<file path="src/rtl/lsu_mem_responder.sv">
// Slave end of the req/gnt/rvalid memory protocol: optional grant wait, one decoded
// address window onto a 1-cycle-latency single-port SRAM, error response outside it.
module lsu_mem_responder #(
  parameter logic [31:0] BASE_ADDR      = 32'h1000_0000,
  parameter int          MEM_ADDR_WIDTH = 14,
  parameter int          WAIT_CYCLES    = 0
) (
  input  logic                      clk,
  input  logic                      rst_ni,
  input  logic                      req_i,
  output logic                      gnt_o,
  output logic                      rvalid_o,
  output logic                      err_o,
  input  logic [31:0]               addr_i,
  input  logic                      we_i,
  input  logic [3:0]                be_i,
  input  logic [31:0]               wdata_i,
  output logic [31:0]               rdata_o,
  output logic                      mem_en_o,
  output logic [MEM_ADDR_WIDTH-1:0] mem_addr_o,
  output logic                      mem_we_o,
  output logic [3:0]                mem_be_o,
  output logic [31:0]               mem_wdata_o,
  input  logic [31:0]               mem_rdata_i
);

  typedef enum logic [1:0] {IDLE, WAIT, RESP} state_e;

  localparam logic [3:0] WaitCnt = 4'(WAIT_CYCLES);

  state_e     state_q, state_d;
  logic [3:0] cnt_q, cnt_d;
  logic       err_q, err_d;
  logic       we_q, we_d;
  logic       gnt;
  logic       in_range;
  logic       unused_addr_lsb;

  assign in_range        = (addr_i[31:MEM_ADDR_WIDTH+2] == BASE_ADDR[31:MEM_ADDR_WIDTH+2]);
  assign unused_addr_lsb = ^addr_i[1:0];

  always_comb begin
    state_d = state_q;
    cnt_d   = cnt_q;
    gnt     = 1'b0;
    case (state_q)
      IDLE, RESP: begin
        if (WAIT_CYCLES == 0) begin
          gnt     = req_i;
          state_d = req_i ? RESP : IDLE;
        end else if (req_i) begin
          state_d = WAIT;
          cnt_d   = 4'd1;
        end else begin
          state_d = IDLE;
        end
      end
      WAIT: begin
        // A withdrawn request leaves silently: no SRAM access, no response.
        if (!req_i) begin
          state_d = IDLE;
          cnt_d   = 4'd0;
        end else if (cnt_q == WaitCnt) begin
          gnt     = 1'b1;
          state_d = RESP;
          cnt_d   = 4'd0;
        end else begin
          cnt_d = cnt_q + 4'd1;
        end
      end
      default: state_d = IDLE;
    endcase
  end

  assign err_d = gnt ? ~in_range : err_q;
  assign we_d  = gnt ? we_i : we_q;

  always_ff @(posedge clk or negedge rst_ni) begin
    if (!rst_ni) begin
      state_q <= IDLE;
      cnt_q   <= 4'd0;
      err_q   <= 1'b0;
      we_q    <= 1'b0;
    end else begin
      state_q <= state_d;
      cnt_q   <= cnt_d;
      err_q   <= err_d;
      we_q    <= we_d;
    end
  end

  // Grant is combinational from req_i when WAIT_CYCLES is 0, so mask it during reset.
  assign gnt_o       = gnt & rst_ni;
  assign mem_en_o    = gnt_o & in_range;
  assign mem_addr_o  = addr_i[MEM_ADDR_WIDTH+1:2];
  assign mem_we_o    = we_i;
  assign mem_be_o    = be_i;
  assign mem_wdata_o = wdata_i;

  assign rvalid_o = (state_q == RESP);
  assign err_o    = rvalid_o & err_q;
  assign rdata_o  = (rvalid_o && !err_q && !we_q) ? mem_rdata_i : 32'h0;

endmodule

</file>
<file path="config.mk">
export PLATFORM = sky130hd
export DESIGN_NAME = lsu_mem_responder
export DESIGN_NICKNAME = d
export VERILOG_FILES = /design/src/rtl/lsu_mem_responder.sv
export SDC_FILE = /design/constraint.sdc
export NUM_CORES = 1
export LEC_CHECK = 0
export ABC_AREA = 1
export ABC_CLOCK_PERIOD_IN_PS = 2600
export BUFFER_PORTS_ARGS = -buffer_cell sky130_fd_sc_hd__buf_2
export CORE_AREA = 2 2 74 76
export DETAILED_ROUTE_END_ITERATION = 10
export DIE_AREA = 0 0 76 78
export PLACE_DENSITY_LB_ADDON = 0.1
export SLEW_MARGIN = 20
export SYNTH_ARGS = -nofsm -noshare
export SYNTH_HDL_FRONTEND = slang
export SYNTH_SLANG_ARGS = --single-unit
</file>
<file path="constraint.sdc">
create_clock -name clk -period 2.6 [get_ports clk]
set_clock_uncertainty 0.1 [all_clocks]
set_input_delay 0.39 -clock clk [delete_from_list [all_inputs] [get_ports clk]]
set_output_delay 0.39 -clock clk [all_outputs]
set_load 0.1 [all_outputs]
</file>
==> summary.txt <==
Status -> finished clean
Number of synthesized register bits -> 3
RD Place Congestion -> 0.7123
Top cells by area, synth -> buf_4, nor2_2, inv_1
Clock edge transition at the registers on the reported setup and hold paths -> 30 ps
Leakage power of the design -> 0.9002 nW
Number of pins with negative max-slew slack in the final report -> 0
Total wire length -> 2803 um
Cells on worst reg2reg path -> 2
Number of failing setup endpoints in the final timing report -> 0
Primary flip-flop cell chosen by synthesis mapping -> dfrtp_1
Number of nets produced by synthesis -> 263
Fraction of synthesized cell area taken by the top area cell type -> 39.28%
Arrival time of the worst setup path -> 1660 ps
Min Hold Slack -> 255.8 ps
Timing-limited maximum frequency -> 465.8 MHz
Critical Path Start Type -> input pin
Max-slew headroom at the worst pin -> 67.12%
Number of cells after detailed placement -> 265
Layout cell share with drive strength beyond 1 -> 62.50%
Root buffer cell -> clkbuf_8
Combinational cell fraction of total power -> 62.4%
Internal Pwr Total -> 258.5 uW
Post-route cell area -> 0.001787 mm^2
Flip-flop and latch area -> 75.07 um^2
Drt via density -> 3.511
Cell type with the largest total area after synthesis -> buf_4
Drt wl/cell -> 10.38 um
Number of routed nets with antenna violations -> 0
Minimum clock period after layout -> 2147 ps
Core Footprint -> 0.005042 mm^2
Post-synthesis instance area -> 974.7 um^2
Yosys warnings -> 0
Setup slack on the worst flop-to-flop path -> 1820 ps
Switching portion of total power -> 47.94%
Final antenna diode count -> 0
Clock network fraction of total power -> 27.0%
Area taken by multi-input logic gates -> 486.7 um^2
Count of fill cells added during filler insertion -> 527
TritonCTS Sinks -> 3
Peak fanout along the critical path -> 5
Count of cell instances traversed by the critical path -> 5
DR iter-0 viols -> 12
Remaining design rule violation count -> 0
Syn Inst Count -> 159
Crit path cell chain -> dlygate4sd3_1, buf_2, inv_1, nor2_1, buf_2
DIE HEIGHT -> 78 um
Unrepaired setup endpoints after global routing -> false
Overflow after GRT -> 0
Number of endpoints with negative hold slack in the final report -> 0
Max Cap Viol -> 0
Top cell types by occurrence after synthesis -> buf_4, inv_1, nor2_2, nor2_1, nand2_1
Post-CTS Setup Repair Bufs -> 0
Slowest cell delay on critical path -> 520 ps
Nature of the critical path endpoint -> output port
Total Neg Setup Slack -> 0 ps
Detailed-router iteration count before antenna repair -> 2
H-tree level count -> 1
Effective utilization at floorplan -> 19.33%
Number of synthesized flops with an enable pin -> 0
Sum of internal, switching and leakage power -> 496.6 uW
Top-Level Pins -> 191
Syn_area_per_cell -> 6.130 um^2
Critical path class -> input pin to output port
Net switching power -> 238.0 uW
Total power density per cell area -> 277.9 mW/mm^2
Floorplan row count -> 26
Ratio of final minimum period to clock period -> 82.57%
Slew of the pin with the lowest slew margin -> 496.6 ps
Cell family with most CP delay -> buffers and inverters
Count of different cell masters after synthesis -> 11
Number of buffer cells added on primary ports -> 88
GRT Overall Usage -> 9.301%
Combined buffer and inverter count along the critical path -> 4
Library cell contributing the largest single delay on the critical path -> dlygate4sd3_1
CTS tree -> done
Antenna violations before repair -> 0
Nets@finish -> 305
Number of global-route vias before repair -> 915
Clock latency reported for the late side of the worst-skew pair -> 210 ps
CTS Buffer Depth -> 2
Cell mode on critical path -> buf_2
Instance area at placement -> 0.001732 mm^2
Largest net degree at the start of global routing -> 15
Post-synthesis sequential area ratio -> 7.702%
Count of placed standard cells in the final layout, fillers left out -> 270
Overall die area -> 0.005928 mm^2
First-pass GRT wire length -> 4485 um
Half-perimeter wire length after detailed placement -> 2490 um
WHS Path Cells -> 1
Class of the worst hold path -> input pin to register
Inserted Clock Buffers -> 3
Most common cell in the synthesized netlist -> buf_4
Async SR Flop Fraction -> 100.0%
Power share of the sequential group -> 10.6%
DIE WIDTH -> 76 um
Layout overhead on the synthesized area -> 83.31%
Peak supply drop -> 0.2705 mV
Count of vias placed by the detailed router -> 948
Required @ worst endpoint -> 2110 ps
routing by layer:
metal | wire length, um | vias to the layer above | global-route usage [%] | part of all wire (%)
met3 | 418 | 16 | 5.349 | 15
li1 | - | 469 | - | -
met1 | 1056 | 379 | 10.03 | 38
met5 | 0 | - | 0 | 0
met2 | 1272 | 84 | 14.82 | 45
met4 | 55 | 0 | 4.182 | 2.0
repair_timing:
| action | CTS | global route |
|---|---|---|
| gates resized for setup | 0 | 0 |
| hold endpoints to repair | 3 | 0 |
| hold buffers | 1 | 0 |
layout make-up:
type / count / share of cell area, %
clock buffers: 4 / 2.521
inverters: 39 / 8.193
multi-input cells: 63 / 27.24
flip-flops and latches: 3 / 4.202
well taps: 70 / 4.902
repair buffers: 91 / 52.94
sequential cells by signal (all words and copies together) (netlist names):
signal	cells
err_q	1
state_q	1
we_q	1
path summary, 6_finish.rpt:
path                       startpoint    endpoint
max                            rst_ni    mem_en_o
min                             req_i  state_q[1]
max reg2reg                      we_q        we_q
min reg2reg                     err_q       err_q
max in group asynchronous      rst_ni       err_q
min in group asynchronous      rst_ni        we_q
cells in the final DEF, fill, tap and decap left out:
cell type,n
nor2_1,15
nor3_2,1
buf_2,56
nor2_4,30
buf_4,2
nand3_1,1
nand2_1,14
dfrtp_1,3
buf_12,32
inv_1,39
o21ai_0,1
dlygate4sd3_1,1
nand3b_4,1
clkbuf_1,1
clkbuf_8,3
power by group through the flow:
stage | registers [mW] | clock network (mW) | logic [mW]
6_report | 0.0526 | 0.134 | 0.310
5_1_grt | 0.0530 | 0.145 | 0.325
4_1_cts | 0.0526 | 0.139 | 0.313
3_5_place_dp | 0.0529 | 0 | 0.311
3_3_place_gp | 0.0530 | 0 | 0.310
2_1_floorplan | 0.0584 | 0 | 0.558
cells by family (layout without fill, tap and decap cells):
group | count (synthesis) | count (layout) | share of synthesized area (%)
simple gates | 62 | 62 | 34.02
flops | 3 | 3 | 7.702
compound gates | 1 | 1 | 0.5130
buf+inv | 93 | 134 | 57.77
stage by stage:
step / utilization [%] / setup slack (ps)
3_3_place_gp: 34.34 / 673.1
6_report: 35.43 / 453.2
5_1_grt: 35.43 / 365.9
3_5_place_dp: 34.34 / 648.2
4_1_cts: 35.43 / 456.9
2_1_floorplan: - / -348.4
No activity file was read; power rests on OpenSTA's default activity.
